**src/rtl/display_pkg.sv**
```systemverilog
// -----------------------------------------------------------------------------
// display_pkg
// Shared constants and helpers for the seven-segment display path.
//   SEP_NIBBLE        : nibble value used as a separator in packed time words
//   SEG_0..SEG_9      : segment codes {a,b,c,d,e,f,g,dp}, active-high
//   SEG_DASH/BLANK    : separator dash and all-off codes
//   nib2seg()         : nibble -> segment code (A..E blank, F dash, dp off)
// -----------------------------------------------------------------------------
package display_pkg;

    localparam logic [3:0] SEP_NIBBLE = 4'hF;

    localparam logic [7:0] SEG_0     = 8'hFC;
    localparam logic [7:0] SEG_1     = 8'h60;
    localparam logic [7:0] SEG_2     = 8'hDA;
    localparam logic [7:0] SEG_3     = 8'hF2;
    localparam logic [7:0] SEG_4     = 8'h66;
    localparam logic [7:0] SEG_5     = 8'hB6;
    localparam logic [7:0] SEG_6     = 8'hBE;
    localparam logic [7:0] SEG_7     = 8'hE0;
    localparam logic [7:0] SEG_8     = 8'hFE;
    localparam logic [7:0] SEG_9     = 8'hF6;
    localparam logic [7:0] SEG_DASH  = 8'h02;
    localparam logic [7:0] SEG_BLANK = 8'h00;

    function automatic logic [7:0] nib2seg(input logic [3:0] nib);
        logic [7:0] seg;
        seg = SEG_BLANK;
        case (nib)
            4'd0:       seg = SEG_0;
            4'd1:       seg = SEG_1;
            4'd2:       seg = SEG_2;
            4'd3:       seg = SEG_3;
            4'd4:       seg = SEG_4;
            4'd5:       seg = SEG_5;
            4'd6:       seg = SEG_6;
            4'd7:       seg = SEG_7;
            4'd8:       seg = SEG_8;
            4'd9:       seg = SEG_9;
            SEP_NIBBLE: seg = SEG_DASH;
            default:    seg = SEG_BLANK;
        endcase
        return seg;
    endfunction

endpackage

```
**src/rtl/seg_scan_driver_if.sv**
```systemverilog
// -----------------------------------------------------------------------------
// seg_scan_driver_if
// Bus between the time/mode blocks and the scan driver.
//   en, time_data, blink_mask           : driven by master, consumed by driver
//   digit1, digit2, tube_sel, frame_done: driven by the scan driver
// -----------------------------------------------------------------------------
interface seg_scan_driver_if;
    logic        en;
    logic [31:0] time_data;
    logic [7:0]  blink_mask;
    logic [7:0]  digit1;
    logic [7:0]  digit2;
    logic [7:0]  tube_sel;
    logic        frame_done;

    modport master (
        output en, time_data, blink_mask,
        input  digit1, digit2, tube_sel, frame_done
    );

    modport slave (
        input  en, time_data, blink_mask,
        output digit1, digit2, tube_sel, frame_done
    );
endinterface

```
**src/rtl/scan_prescaler.sv**
```systemverilog
// -----------------------------------------------------------------------------
// scan_prescaler
// Free-running divider: counts 0..DIV-1 and wraps; o_tick is high on DIV-1.
//   i_clk  : clock
//   i_rst  : synchronous active-high reset (counter -> 0)
//   o_tick : one-cycle strobe every DIV cycles
// -----------------------------------------------------------------------------
module scan_prescaler #(
    parameter int DIV = 100000
) (
    input  logic i_clk,
    input  logic i_rst,
    output logic o_tick
);
    localparam int W = (DIV > 2) ? $clog2(DIV) : 1;

    logic [W-1:0] r_cnt;
    logic         w_tick;

    assign w_tick = (r_cnt == W'(DIV - 1));
    assign o_tick = w_tick;

    always_ff @(posedge i_clk) begin
        if (i_rst)       r_cnt <= '0;
        else if (w_tick) r_cnt <= '0;
        else             r_cnt <= r_cnt + W'(1);
    end
endmodule

```
**src/rtl/seg_scan_driver.sv**
```systemverilog
// -----------------------------------------------------------------------------
// seg_scan_driver
// Eight-tube seven-segment scan driver with double-buffered frames and
// per-tube blinking.
//   clk, rst : clock, synchronous active-high reset
//   bus      : slave side of seg_scan_driver_if
//              en/time_data/blink_mask in, digit1/digit2/tube_sel/frame_done out
// -----------------------------------------------------------------------------
module seg_scan_driver
    import display_pkg::*;
#(
    parameter int SCAN_DIV     = 100000,
    parameter int BLINK_FRAMES = 64
) (
    input  logic                 clk,
    input  logic                 rst,
    seg_scan_driver_if.slave     bus
);
    logic        w_tick;
    logic        w_frame_end;
    logic        w_load;
    logic [2:0]  w_tube;
    logic [3:0]  w_nib;
    logic [7:0]  w_seg;

    logic [2:0]  r_phase;
    logic [31:0] r_shadow_data;
    logic [7:0]  r_shadow_mask;
    logic [7:0]  r_frame_cnt;
    logic        r_blink_phase;
    logic        r_load_pending;
    logic [7:0]  r_digit1;
    logic [7:0]  r_digit2;
    logic [7:0]  r_tube_sel;
    logic        r_frame_done;

    scan_prescaler #(.DIV(SCAN_DIV)) u_prescaler (
        .i_clk  (clk),
        .i_rst  (rst),
        .o_tick (w_tick)
    );

    assign w_frame_end = w_tick && (r_phase == 3'd7);
    assign w_load      = w_frame_end || r_load_pending;

    // Scan runs left to right: phase 0 lights tube 7.
    assign w_tube = 3'd7 - r_phase;
    assign w_nib  = r_shadow_data[{w_tube, 2'b00} +: 4];
    assign w_seg  = (r_shadow_mask[w_tube] && r_blink_phase) ? SEG_BLANK : nib2seg(w_nib);

    always_ff @(posedge clk) begin
        if (rst) begin
            r_phase        <= '0;
            r_shadow_data  <= '0;
            r_shadow_mask  <= '0;
            r_frame_cnt    <= '0;
            r_blink_phase  <= 1'b0;
            r_load_pending <= 1'b1;
            r_digit1       <= '0;
            r_digit2       <= '0;
            r_tube_sel     <= '0;
            r_frame_done   <= 1'b0;
        end else begin
            r_load_pending <= 1'b0;
            if (w_tick) r_phase <= r_phase + 3'd1;

            if (w_load) begin
                r_shadow_data <= bus.time_data;
                r_shadow_mask <= bus.blink_mask;
            end

            // Only completed frames advance the blink timer; the post-reset
            // load just primes the shadow, so every blink half-period is
            // exactly BLINK_FRAMES full frames.
            if (w_frame_end) begin
                if (r_frame_cnt == 8'(BLINK_FRAMES - 1)) begin
                    r_frame_cnt   <= '0;
                    r_blink_phase <= ~r_blink_phase;
                end else begin
                    r_frame_cnt   <= r_frame_cnt + 8'd1;
                end
            end

            r_frame_done <= w_load;

            // Enable only gates the output registers; the scan keeps running.
            r_digit1   <= (bus.en &&  w_tube[2]) ? w_seg : SEG_BLANK;
            r_digit2   <= (bus.en && !w_tube[2]) ? w_seg : SEG_BLANK;
            r_tube_sel <= bus.en ? (8'd1 << w_tube) : 8'd0;
        end
    end

    assign bus.digit1     = r_digit1;
    assign bus.digit2     = r_digit2;
    assign bus.tube_sel   = r_tube_sel;
    assign bus.frame_done = r_frame_done;
endmodule

```
**src/flat_wrapper.sv**
```systemverilog
// flat-port wrapper written by rule: the top's interface ports become plain ports
module seg_scan_driver_flat import display_pkg::*;
#(
    parameter int SCAN_DIV     = 100000,
    parameter int BLINK_FRAMES = 64
)
  (clk, rst, bus_en, bus_time_data, bus_blink_mask, bus_digit1, bus_digit2, bus_tube_sel, bus_frame_done);
  seg_scan_driver_if bus_i ();
  input  logic clk;
  input  logic rst;
  input wire logic [$bits(bus_i.en)-1:0] bus_en;
  input wire logic [$bits(bus_i.time_data)-1:0] bus_time_data;
  input wire logic [$bits(bus_i.blink_mask)-1:0] bus_blink_mask;
  output wire logic [$bits(bus_i.digit1)-1:0] bus_digit1;
  output wire logic [$bits(bus_i.digit2)-1:0] bus_digit2;
  output wire logic [$bits(bus_i.tube_sel)-1:0] bus_tube_sel;
  output wire logic [$bits(bus_i.frame_done)-1:0] bus_frame_done;
  assign bus_i.en = bus_en;
  assign bus_i.time_data = bus_time_data;
  assign bus_i.blink_mask = bus_blink_mask;
  assign bus_digit1 = bus_i.digit1;
  assign bus_digit2 = bus_i.digit2;
  assign bus_tube_sel = bus_i.tube_sel;
  assign bus_frame_done = bus_i.frame_done;
  seg_scan_driver #(.SCAN_DIV(SCAN_DIV), .BLINK_FRAMES(BLINK_FRAMES)) u_core (.clk(clk), .rst(rst), .bus(bus_i));
endmodule
```
**config.mk**
```make
export PLATFORM = sky130hd
export DESIGN_NAME = seg_scan_driver_flat
export DESIGN_NICKNAME = d
export VERILOG_FILES = /design/src/rtl/display_pkg.sv /design/src/rtl/seg_scan_driver_if.sv /design/src/rtl/scan_prescaler.sv /design/src/rtl/seg_scan_driver.sv /design/src/flat_wrapper.sv
export SDC_FILE = /design/constraint.sdc
export NUM_CORES = 1
export LEC_CHECK = 0
export CAP_MARGIN = 30
export CORE_MARGIN = 5
export CORE_UTILIZATION = 55
export CTS_CLUSTER_SIZE = 20
export DETAILED_ROUTE_END_ITERATION = 7
export GPL_TIMING_DRIVEN = 0
export HOLD_SLACK_MARGIN = 0.1
export PLACE_DENSITY = 0.92
export SYNTH_ARGS = -nofsm -noshare
export SYNTH_HDL_FRONTEND = slang
export SYNTH_HIERARCHICAL = 1
export SYNTH_SLANG_ARGS = --single-unit
```
**constraint.sdc**
```tcl
create_clock -name clk -period 4.7 [get_ports clk]
set_clock_uncertainty 0.05 [all_clocks]
set_input_delay 0.94 -clock clk [delete_from_list [all_inputs] [get_ports clk]]
set_output_delay 0.94 -clock clk [all_outputs]
set_load 0.01 [all_outputs]
```
# == After elaboration in Yosys (flattened, before gate mapping) ==
# Memory sizes are Yosys's and may differ from the RTL's.
# Cells that the tools add are included.
# word_totals
ff_bits,95
mem_bits_ro,112
input_bits,43
output_inout_bits,25
memories,1
# memory_table
name,words,width,read_ports,rd_clocked_by_memory_dff,wr,line,source
(name not given),16,7,1,0,0,display_pkg.sv:29,case (nib)
# op_classes
addsub,4
magnitude_cmp,1
eq_ne,3
shift,2
n_mux,5
n_bitwise,4
reduce_logical,11
# op_table
operator,count
$shiftx A32 B6 Y4,1
$add A17 B1 Y17 const B,1
$eq A17 B17 Y1 const B,1
$mux W8,2
$add A8 B1 Y8 const B,1
$eq A8 B6 Y1 const B,1
$reduce_or A2 Y1,4
$shl A1 B3 Y8 const A,1
$logic_and A1 B1 Y1,4
$lt A3 B4 Y1 const B,1
$not A1 Y1,4
$add A3 B1 Y3 const B,1
$bmux W1 S3,1
$eq A3 B3 Y1 const B,1
$sub A3 B3 Y3 const A,1
$mux W1,2
$reduce_and A2 Y1,1
$logic_not A1 Y1,1
$logic_or A1 B1 Y1,1

# == Logic depth before layout (Yosys ltp) ==
# Gate-level depths: netlist of the first run.
# logic_depth
word_depth,5
depth_mapped,10
ltp_nobuf,8

# == Modules after synthesis ==
# The synthesis of the first run kept the hierarchy.
# modules_own_cells
module,n_inst,cells_each,area_each_um2,seq_area_each_um2
seg_scan_driver,1,342,3255.6,1521.5
scan_prescaler,1,88,797.0,340.3

# == Worst setup path after synthesis of the first run ==
# No wires, ideal clock.
# synth_timing
kind,register to register
from,reg u_core.r_phase[0]
to,"reg u_core.r_digit1[1], in the netlist u_core/bus.digit1[1]"
arrival_time_ns,2.199
t_required_ns,4.575
path_slack_ns,2.376
stages_incl_launch_ff,8
n_path_buf,1
synth_period_minus_slack_ns,2.324
cell_sequence,dfxtp_1 buf_6 mux4_1 mux2i_1 inv_1 ha_1 mux2_2 o22ai_1
# synth_via
elab_chain_len,5
# synth_rtl
element,line,source
from (decl),seg_scan_driver.sv:26,logic [2:0] r_phase;
from (signal assigned),seg_scan_driver.sv:65,if (w_tick) r_phase <= r_phase + 3'd1;
$sub A3 B3 Y3 *,seg_scan_driver.sv:47,assign w_tube = 3'd7 - r_phase;
"parallel branches: the longest is 4 deep, another holds $mem_v2 Z16 W7",--,
to (signal assigned),seg_scan_driver.sv:87,r_digit1 <= (bus.en && w_tube[2]) ? w_seg : SEG_BLANK;
to (decl),seg_scan_driver.sv:32,logic [7:0] r_digit1;
# Every way passes the cells marked *. The select of a mux whose other input is x is not followed.
# A chain may end at the register's enable or synchronous reset.

# == Worst setup path in the final report of the first run ==
# Same ends and word-level chain as after synthesis.

==> results.txt, run 1 <==
status -> finished clean
Rows -> 31
global-route wire length before repair -> 15540 µm
Worst-path clk slew -> 90 ps
kind of critical path -> reg -> reg
fin crit share -> 0.6054
VDD IR-drop max -> 0.2012 mV
FFs w/ async S/R, synth -> 0
postcts setup bufs -> 0
ratio of cells with drive above 1 in the final layout -> 0.07632
ys flop type -> dfxtp_1
DRT Pass-1 Iters -> 5
Min-Delay Startpoint -> u_core/r_shadow_data[23]
vias in the first global route -> 3315
Avg WL per Cell -> 15.96 µm
syn_area_per_cell -> 9.425 µm²
worst reg2reg endpoint -> u_core/bus.digit1[1]
post-synth top area share -> 0.4594
vias per inst -> 5.661
Post-Syn Area -> 0.004053 mm²
synth top area cells -> dfxtp_1 46%, nand2_1 8.5%, a21oi_1 5.6%, mux4_1 4.5%, ha_1 4.0%
Slew Limit Fails -> 0
Unique masters post-synth -> 45
CP Launch Type -> flop
total grt overflow -> 0
final hold vios -> 0
ANT cells -> 0
clock root buffer -> clkbuf_8
Yosys Warn Count -> 6
Power Dens Cells -> 300.7 mW/mm²
antenna violations before repair -> 0
CP Capture Type -> flop
die height -> 95.84 µm
number of synthesized flops with an enable pin -> 0
1st-iter DRT viols -> 237
nets@finish -> 563
# hold bufs at CTS -> 0
RSZ-0062 raised after global routing -> false
hold endpoint -> u_core/r_shadow_data[23]
Final Wtd Congestion -> 0.9098
Top Ports -> 68
H-tree Lvls -> 3
crit path launch -> u_core/r_phase[0]
Total GRT Usage -> 0.2184
clock tree buffer depth -> 2
Worst-Margin Slew -> 643.3 ps
worst min path class -> reg -> reg
cells on worst reg2reg path -> 7
Port Buffers -> 65
crit path time final -> 2845 ps
register bit total from synthesis -> 93
initial core utilization -> 0.5617
largest net degree at the start of global routing -> 15
Layout fillers -> 529
post-CTS sizing -> 0
Gate Count Post-Synth -> 430
pre-CTS setup slack -> 1694 ps
DIE AREA -> 0.009185 mm²
# setup viols final -> 0
Core ar. -> 0.007214 mm²
worst setup margin -> 1855 ps
CP arrival -> 3080 ps
Reg2Reg Setup Slack -> 1850 ps
worst skew pair latency -> 360 ps
post-synthesis sequential area ratio -> 0.4594
Die W -> 95.84 µm
Area Overhead vs Synth -> 23.90%
Worst Path Max Fanout -> 10
Leak -> 1.927 nW
worst hold stages -> 2
Yosys top cell by area -> dfxtp_1
TritonCTS buffer count -> 9
Antenna Nets Post-Route -> 0
max_cap viols -> 0
setup tns final -> 0 ps
worst path required time -> 4930 ps
Max Fclk -> 351.4 MHz
clock net sink count -> 93
DRC -> 0
Vias -> 3453
CTS tree -> built
Crit Reg-Reg Startpoint -> u_core/r_phase[0]
Post-DP HPWL -> 6995 µm
final WL -> 9733 µm
headroom to the max-slew limit -> 0.5675
[final cells by class]
class	count	area (µm²)	area share
multi-input cells	304	2017	0.4017
flip-flops and latches	93	1862	0.3708
repair buffers	65	650.6	0.1296
clock buffers	11	141.4	0.02816
plain buffers	23	136.4	0.02716
well taps	99	123.9	0.02467
clock inverters	4	48.80	0.009718
inverters	11	41.29	0.008223
[synth_stat cells (4+ instances only)]
cell type  count
o22ai_1        6
mux2i_1       11
dfxtp_1       93
xnor2_1       11
nor4_1         4
buf_6          4
and2_1         8
nand2_1       92
xor2_1        11
o31ai_1        4
ha_1          13
nand4_1        9
nor2_1        29
nand3_1       10
a21oi_1       45
a21boi_0       4
nor3_1         4
mux4_1         7
inv_1         11
clkbuf_1      14
[state kept, by name (all words and copies together), names as in the netlist]
name	count
u_core/bus.digit2	7
u_core/bus.tube_sel	8
u_core/bus.digit1	7
u_core/bus.frame_done	1
u_core/r_phase	3
u_core/r_shadow_data	32
u_core/r_blink_phase	1
u_core/r_frame_cnt	8
u_core/u_prescaler/r_cnt	17
u_core/r_shadow_mask	8
u_core/r_load_pending	1
[through the flow]
stage / std cells / total power (W) / cell area [µm²] / util / hold slack, ps
after floorplan: 431 / 0.0009240 / 4056 / - / 377.0
after global placement: 595 / 0.0009884 / 4831 / 0.6696 / 385.7
after detailed placement: 595 / 0.0009961 / 4831 / 0.6696 / 389.8
after CTS: 610 / 0.001510 / 5021 / 0.6960 / 401.4
after global routing: 610 / 0.001564 / 5021 / 0.6960 / 428.2
final: 610 / 0.001510 / 5021 / 0.6960 / 403.4
[critical path: stages (launching register included)]
cell     delay, ps
dfxtp_1        490
buf_6          220
mux4_1         590
mux2i_1        460
inv_1          200
ha_1           280
mux2_2         290
o22ai_1        180
[cells by family after synthesis]
family,after synthesis,synth area share
AND/OR/NAND/NOR,171,0.1945
flip-flops,93,0.4594
AO/OA/AOI/OAI,68,0.09479
buffers and inverters,34,0.04384
multiplexers,28,0.1189
XOR/XNOR,22,0.04754
adder cells (fa/ha/maj),13,0.04014
other,1,0.0009253
[worst max path at each step]
stage,cells past startpoint,to,slack [ps]
6_report,7,u_core/bus.digit1[1],1850
5_1_grt,9,u_core/r_frame_cnt[0],1690
4_1_cts,9,u_core/r_frame_cnt[0],1870
3_5_place_dp,6,u_core/bus.digit1[1],1690
3_3_place_gp,6,u_core/bus.digit1[1],1770
2_1_floorplan,7,u_core/bus.digit1[1],2380
[metal layers]
layer,GRT usage,vias up,share of wire
met5,0,-,0
met3,0.04613,30,0.063
li1,-,1624,-
met1,0.2602,1642,0.41
met2,0.3781,157,0.50
met4,0.09597,0,0.025
[power breakdown]
| group | internal, W | total [W] | switching (W) |
|---|---|---|---|
| Sequential | 0.000814 | 0.000828 | 0.0000137 |
| Combinational | 0.0000782 | 0.000155 | 0.0000768 |
| Clock | 0.000257 | 0.000527 | 0.000270 |
[layout by cell type (no fill, tap or decap), types with 7 or more instances in the layout]
cell type | netlist | layout
dfxtp_1 | 93 | 93
nand2_1 | 92 | 92
clkdlybuf4s50_1 | 0 | 65
a21oi_1 | 45 | 45
nor2_1 | 29 | 29
clkbuf_1 | 14 | 15
ha_1 | 13 | 13
clkbuf_8 | 1 | 11
inv_1 | 11 | 11
mux2i_1 | 11 | 11
xnor2_1 | 11 | 11
xor2_1 | 11 | 11
nand3_1 | 10 | 10
nand4_1 | 9 | 9
and2_1 | 8 | 8
mux4_1 | 7 | 7
No activity file was read; power rests on OpenSTA's default activity.
==> inputs of run 2 (changes only) <==
- CORE_UTILIZATION: 55 -> 48
- PLACE_DENSITY: 0.92 -> 0.86
- clock period: 4.7 -> 2.3 ns (I/O delays scaled with it)
==> results.txt, run 2 (synthesis gave the netlist of run 1 again) <==
status -> complete, but fails checks
violated checks -> negative setup slack
worst min path class -> reg -> reg
Largest regs -> u_core/r_shadow_data: 32 flops, u_core/u_prescaler/r_cnt: 17 flops
CP arrival -> 2570 ps (-510 ps)
crit path time final -> 2324 ps (-521.8 ps)
Reg2Reg Setup Slack -> -20 ps (-1880 ps)
Die W -> 101.9 µm (+6.3%)
kind of critical path -> reg -> reg
hold slack -> 402.9 ps (-0.5300 ps)
clock net sink count -> 93 (unchanged)
cells on worst reg2reg path -> 9 (+2)
crit-path cells -> ha_4 -> nand4_1 -> nor2_2 -> and3_1 -> buf_6 -> and4_4 -> nand4_1 -> or4_4 -> a21oi_2
hold endpoint -> u_core/r_shadow_data[17]
Layout fillers -> 657 (+24%)
Crit Reg-Reg Startpoint -> u_core/u_prescaler/r_cnt[1]
worst hold stages -> 2 (unchanged)
# hold bufs at CTS -> 0 (unchanged)
most flop-heavy register -> u_core/r_shadow_data
die height -> 101.9 µm (+6.3%)
Min-Delay Startpoint -> u_core/r_shadow_data[17]
vias per inst -> 5.356 (-5.4%)
CP top delay family -> simple AND/OR/NAND/NOR gates
DRC -> 0 (unchanged)
final hold vios -> 0 (unchanged)
Leak -> 2.055 nW (+6.6%)
Worst Path Buf+Inv -> 1 (-1)
number of flip-flops in the largest register -> 32 (unchanged)
worst skew pair latency -> 360 ps (about the same)
Avg WL per Cell -> 15.32 µm (-4.0%)
largest net degree at the start of global routing -> 15 (unchanged)
Max Fclk -> 430.4 MHz (+22%)
CP Launch Type -> flop
Vias -> 3401 (-1.5%)
Post-DP HPWL -> 6868 µm (-1.8%)
DRT Pass-1 Iters -> 4 (-1)
DIE AREA -> 0.01038 mm² (+13%)
Worst-Margin Slew -> 550.6 ps (-92.69 ps)
Final Wtd Congestion -> 0.8319 (-8.6%)
1st-iter DRT viols -> 156 (-34%)
ANT cells -> 0 (unchanged)
CTS tree -> built
headroom to the max-slew limit -> 0.6330 (+0.06546)
Power Dens Cells -> 610.3 mW/mm² (+100%)
Port Buffers -> 65 (unchanged)
commonest cells after routing, fill and taps aside -> 92 x nand2_1, 87 x dfxtp_1, 65 x clkdlybuf4s50_1, 43 x a21oi_1, 28 x nor2_1
RSZ-0062 raised after global routing -> true
global-route wire length before repair -> 15500 µm (-0.26%)
vias in the first global route -> 3373 (+1.7%)
CP max-delay cell -> or4_4
H-tree Lvls -> 3 (unchanged)
max_cap viols -> 0 (unchanged)
Core ar. -> 0.008217 mm² (+14%)
Slew Limit Fails -> 0 (unchanged)
Area Overhead vs Synth -> 31.00%
Antenna Nets Post-Route -> 0 (unchanged)
initial core utilization -> 0.4932 (-0.06852)
Total GRT Usage -> 0.1897 (-0.02864)
clock tree buffer depth -> 2 (unchanged)
VDD IR-drop max -> 0.3064 mV (+52%)
setup tns final -> -23.64 ps (-23.64 ps)
worst path required time -> 2550 ps (-2380 ps)
CP max stage delay -> 520 ps (-70 ps)
clock root buffer -> clkbuf_8
# setup viols final -> 1 (+1)
Rows -> 33 (+6.5%)
CP Capture Type -> flop
TritonCTS buffer count -> 9 (unchanged)
Worst Path Max Fanout -> 5 (-5)
fin crit share -> 1.010 (+0.4049)
total grt overflow -> 0 (unchanged)
antenna violations before repair -> 0 (unchanged)
worst reg2reg endpoint -> u_core/r_blink_phase
Top Ports -> 68 (unchanged)
Worst-path clk slew -> 90 ps (about the same)
CP dominant cell by count -> nand4_1
final cell count without fillers -> 635 (+4.1%)
final WL -> 9727 µm (about the same)
ratio of cells with drive above 1 in the final layout -> 0.1642 (+0.08783)
commonest non-fill, non-tap cell in the layout -> nand2_1
nets@finish -> 581 (+3.2%)
placed cell count -> 601 (+1.0%)
worst setup margin -> -23.64 ps (-1878 ps)
[run 2: how the worst max path moves through the flow]
stage / from / endpoint / slack (ps) / depth (start not counted)
finish: u_core/u_prescaler/r_cnt[1] / u_core/r_blink_phase / -20 / 9
global route: u_core/u_prescaler/r_cnt[5] / u_core/r_blink_phase / -110 / 8
CTS: u_core/r_phase[0] / u_core/bus.digit1[1] / 2 / 7
detailed placement: u_core/r_phase[0] / u_core/bus.digit1[1] / -340 / 7
global placement: u_core/r_phase[0] / u_core/bus.digit1[1] / -280 / 7
floorplan: u_core/u_prescaler/r_cnt[0] / u_core/r_blink_phase / 5 / 9
[run 2: through the flow]
stage / utilization / cell area (µm²) / total power, W / setup slack, ps
floorplan: - / 4065 / 0.001889 / 5.467
global placement: 0.5899 / 4847 / 0.002024 / -278.2
detailed placement: 0.5899 / 4847 / 0.002036 / -339.2
CTS: 0.6326 / 5197 / 0.003254 / 1.922
global route: 0.6461 / 5309 / 0.003357 / -113.6
finish: 0.6461 / 5309 / 0.003240 / -23.64
[run 2: power by group]
group          switching (W)  leakage (nW)  internal [W]
sequential         0.0000293         0.763       0.00166
clock               0.000549         0.110      0.000673
combinational       0.000155          1.18      0.000172
[run 2: what timing repair did]
item	in CTS	in global routing
cloned	0	0
setup buffers	11	8
endpoints found under the hold margin	0	0
resized for setup	15	29
pin swaps	3	8
endpoints found under the setup margin	61	56
[run 2: layout make-up]
class                           count  area (µm²)  share of cell area
Clock buffer                       13       158.9             0.02993
Inverter                           11       41.29            0.007778
Sequential cell                    93        1879              0.3540
Multi-Input combinational cell    304        2087              0.3931
Buffer                             22       150.1             0.02828
Timing Repair Buffer               84       793.3              0.1494
Clock inverter                      3       67.56             0.01273
Tap cell                          105       131.4             0.02475
[run 2: metal layers]
metal / vias up / GRT usage / share of wire
met5: - / 0 / 0
met4: 0 / 0.08981 / 0.023
met3: 22 / 0.04232 / 0.066
met2: 135 / 0.3224 / 0.50
met1: 1588 / 0.2286 / 0.41
li1: 1656 / - / -
[run 2: worst min-delay path, cell delays in order (launching register included)]
cell and delay, ps:
dfxtp_1 310, nand2_1 50, a21oi_1 50
==> inputs of run 3 (changes only) <==
--- a/config.mk
+++ b/config.mk
@@ -11,4 +11,5 @@
 export CTS_CLUSTER_SIZE = 20
 export DETAILED_ROUTE_END_ITERATION = 7
+export GPL_ROUTABILITY_DRIVEN = 0
 export GPL_TIMING_DRIVEN = 0
 export HOLD_SLACK_MARGIN = 0.1
==> constraint.sdc (replaced) <==
create_clock -name clk -period 2.3 [get_ports clk]
set_clock_uncertainty 0.05 [all_clocks]
set_input_delay 0.345 -clock clk [delete_from_list [all_inputs] [get_ports clk]]
set_output_delay 0.345 -clock clk [all_outputs]
set_load 0.01 [all_outputs]
==> results.txt, run 3 (synthesis gave the netlist of run 1 again) <==
status -> complete, but fails checks
violated checks -> negative setup slack
Post-DP HPWL -> 6590 µm (-4.0%)
Sw Share -> 0.2280 (+0.001696)
met3 WL post-DR -> 567 µm (-11%)
Port Buffers -> 65 (unchanged)
total grt overflow -> 0 (unchanged)
hold endpoint -> u_core/u_prescaler/r_cnt[0]
Vias -> 3339 (-1.8%)
# hold bufs at CTS -> 0 (unchanged)
CP dominant cell by count -> nand4_1
Total GRT Usage -> 0.1839 (-0.005848)
Crit Reg-Reg Startpoint -> u_core/u_prescaler/r_cnt[1]
Worst-path clk slew -> 80 ps (about the same)
clock tree buffer depth -> 2 (unchanged)
most flop-heavy register -> u_core/r_shadow_data
CP max stage delay -> 510 ps (about the same)
Slew Limit Fails -> 0 (unchanged)
DRT Pass-1 Iters -> 4 (unchanged)
clock root buffer -> clkbuf_8
largest net degree at the start of global routing -> 14 (-1)
Internal -> 0.002355 W (-6.1%)
Antenna Nets Post-Route -> 0 (unchanged)
CP Launch Type -> flop
CTS tree -> built
commonest cells after routing, fill and taps aside -> 92 x nand2_1, 89 x dfxtp_1, 65 x clkdlybuf4s50_1, 45 x a21oi_1, 28 x nor2_1
VDD IR-drop max -> 0.4584 mV (+50%)
crit path time final -> 2301 ps (-22.39 ps)
sequential share of power -> 0.554 (+0.032)
DRC -> 0 (unchanged)
worst hold stages -> 1 (-1)
ANT cells -> 0 (unchanged)
# setup viols final -> 1 (unchanged)
1st-iter DRT viols -> 137 (-12%)
crit-path cells -> ha_4 -> nand4_1 -> nor2_2 -> and3_4 -> buf_6 -> and4_4 -> nand4_1 -> or4_1 -> a21oi_1
Leak -> 2.017 nW (-1.8%)
Sw Pwr -> 0.0006952 W (-5.2%)
headroom to the max-slew limit -> 0.6244 (-0.008572)
Largest regs -> u_core/r_shadow_data: 32 flops, u_core/u_prescaler/r_cnt: 17 flops
final cell count without fillers -> 628 (-1.1%)
vias per inst -> 5.317 (-0.73%)
M1 WL -> 4059 µm (+1.4%)
clock net sink count -> 93 (unchanged)
worst min path class -> reg -> reg
max_cap viols -> 0 (unchanged)
hold slack -> 403.4 ps (+0.5000 ps)
Die W -> 101.9 µm (unchanged)
length of routed met2 wiring -> 4632 µm (-4.7%)
die height -> 101.9 µm (unchanged)
RSZ-0062 raised after global routing -> true
fin crit share -> 1.001 (-0.009736)
Total Power -> 0.003050 W (-5.9%)
Reg2Reg Setup Slack -> -1 ps (+20 ps)
Min-Delay Startpoint -> u_core/u_prescaler/r_cnt[0]
TritonCTS buffer count -> 9 (unchanged)
clock network power share -> 0.339 (-0.038)
Worst Path Max Fanout -> 4 (-1)
Worst-Margin Slew -> 563.4 ps (+12.86 ps)
Avg WL per Cell -> 15.04 µm (-1.8%)
CP arrival -> 2530 ps (-40 ps)
Core Util, Final -> 0.6348 (-0.01127)
Area Overhead vs Synth -> 28.71%
Core ar. -> 0.008217 mm² (unchanged)
worst skew pair latency -> 340 ps (-20 ps)
CP Capture Type -> flop
worst setup margin -> -1.247 ps (+22.39 ps)
cells on worst reg2reg path -> 9 (unchanged)
Power Dens Cells -> 584.7 mW/mm² (-4.2%)
nets@finish -> 576 (-0.86%)
ratio of cells with drive above 1 in the final layout -> 0.1377 (-0.02648)
Top Ports -> 68 (unchanged)
placed cell count -> 601 (unchanged)
antenna violations before repair -> 0 (unchanged)
Max Fclk -> 434.5 MHz (+0.97%)
CP max-delay cell -> or4_1
number of flip-flops in the largest register -> 32 (unchanged)
final hold vios -> 0 (unchanged)
worst path required time -> 2530 ps (-20 ps)
vias in the first global route -> 3198 (-5.2%)
Rows -> 33 (unchanged)
kind of critical path -> reg -> reg
H-tree Lvls -> 3 (unchanged)
DIE AREA -> 0.01038 mm² (unchanged)
Gate power share -> 0.107 (+0.006)
initial core utilization -> 0.4932 (unchanged)
worst reg2reg endpoint -> u_core/r_blink_phase
final WL -> 9444 µm (-2.9%)
max layer used -> met4
global-route wire length before repair -> 15080 µm (-2.7%)
commonest non-fill, non-tap cell in the layout -> nand2_1
[run 3: cell types whose count changed in the layout (fill, tap and decap cells not counted), sizes merged]
cell      delta
buf          -5
clkbuf       -1
bufinv       -1
clkinv       +1
clkinvlp     -1
[run 3: power by group through the flow]
stage / logic [W] / registers, W / clock network (W)
6_report: 0.000326 / 0.00169 / 0.00103
5_1_grt: 0.000355 / 0.00170 / 0.00113
2_1_floorplan: 0.000163 / 0.00173 / 0
3_3_place_gp: 0.000298 / 0.00172 / 0
3_5_place_dp: 0.000306 / 0.00173 / 0
4_1_cts: 0.000319 / 0.00169 / 0.00105
[run 3: layout make-up]
cell class,instances,area [µm²]
Clock inverter,2,35.03
Inverter,11,41.29
Sequential cell,93,1874
Buffer,23,166.4
Multi-Input combinational cell,304,2071
Timing Repair Buffer,78,752.0
Clock buffer,12,145.1
Tap cell,105,131.4
Fill cell,681,3000
[run 3: what timing repair did]
item / in CTS / in global routing
gates cloned: 0 / 0
setup endpoints to repair: 60 / 51
gates resized for setup: 16 / 21
endpoints found under the hold margin: 0 / 0
pin swaps: 1 / 6
buffers inserted: 7 / 6
[run 3: metal layers]
layer	global-route usage	vias up
li1	-	1648
met5	0	-
met1	0.2326	1548
met2	0.3174	126
met4	0.06559	0
met3	0.03140	17
[run 3: how the worst max path moves through the flow]
stage                                startpoint                    to  slack, ps
floorplan           u_core/u_prescaler/r_cnt[0]  u_core/r_blink_phase          5
global placement              u_core/r_phase[0]  u_core/bus.digit1[1]       -290
detailed placement            u_core/r_phase[0]  u_core/bus.digit1[1]       -310
CTS                           u_core/r_phase[0]  u_core/bus.digit1[6]         10
global route        u_core/u_prescaler/r_cnt[1]  u_core/r_blink_phase       -140
finish              u_core/u_prescaler/r_cnt[1]  u_core/r_blink_phase         -1
[run 3: critical path, delay by kind of cell (launching register included)]
| kind | cells | cell delay, ps |
|---|---|---|
| compound gates | 1 | 120 |
| fa+ha+maj | 1 | 140 |
| buf+inv | 1 | 100 |
| flops | 1 | 370 |
| simple gates | 6 | 1430 |
[run 3: stage by stage]
stage               setup TNS (ps)  cell area [µm²]  setup WS, ps
global route                -185.6             5216        -140.0
floorplan                        0             4065         5.467
finish                      -1.247             5216        -1.247
CTS                              0             5110         13.17
detailed placement          -11740             4847        -311.7
global placement             -7576             4847        -286.9
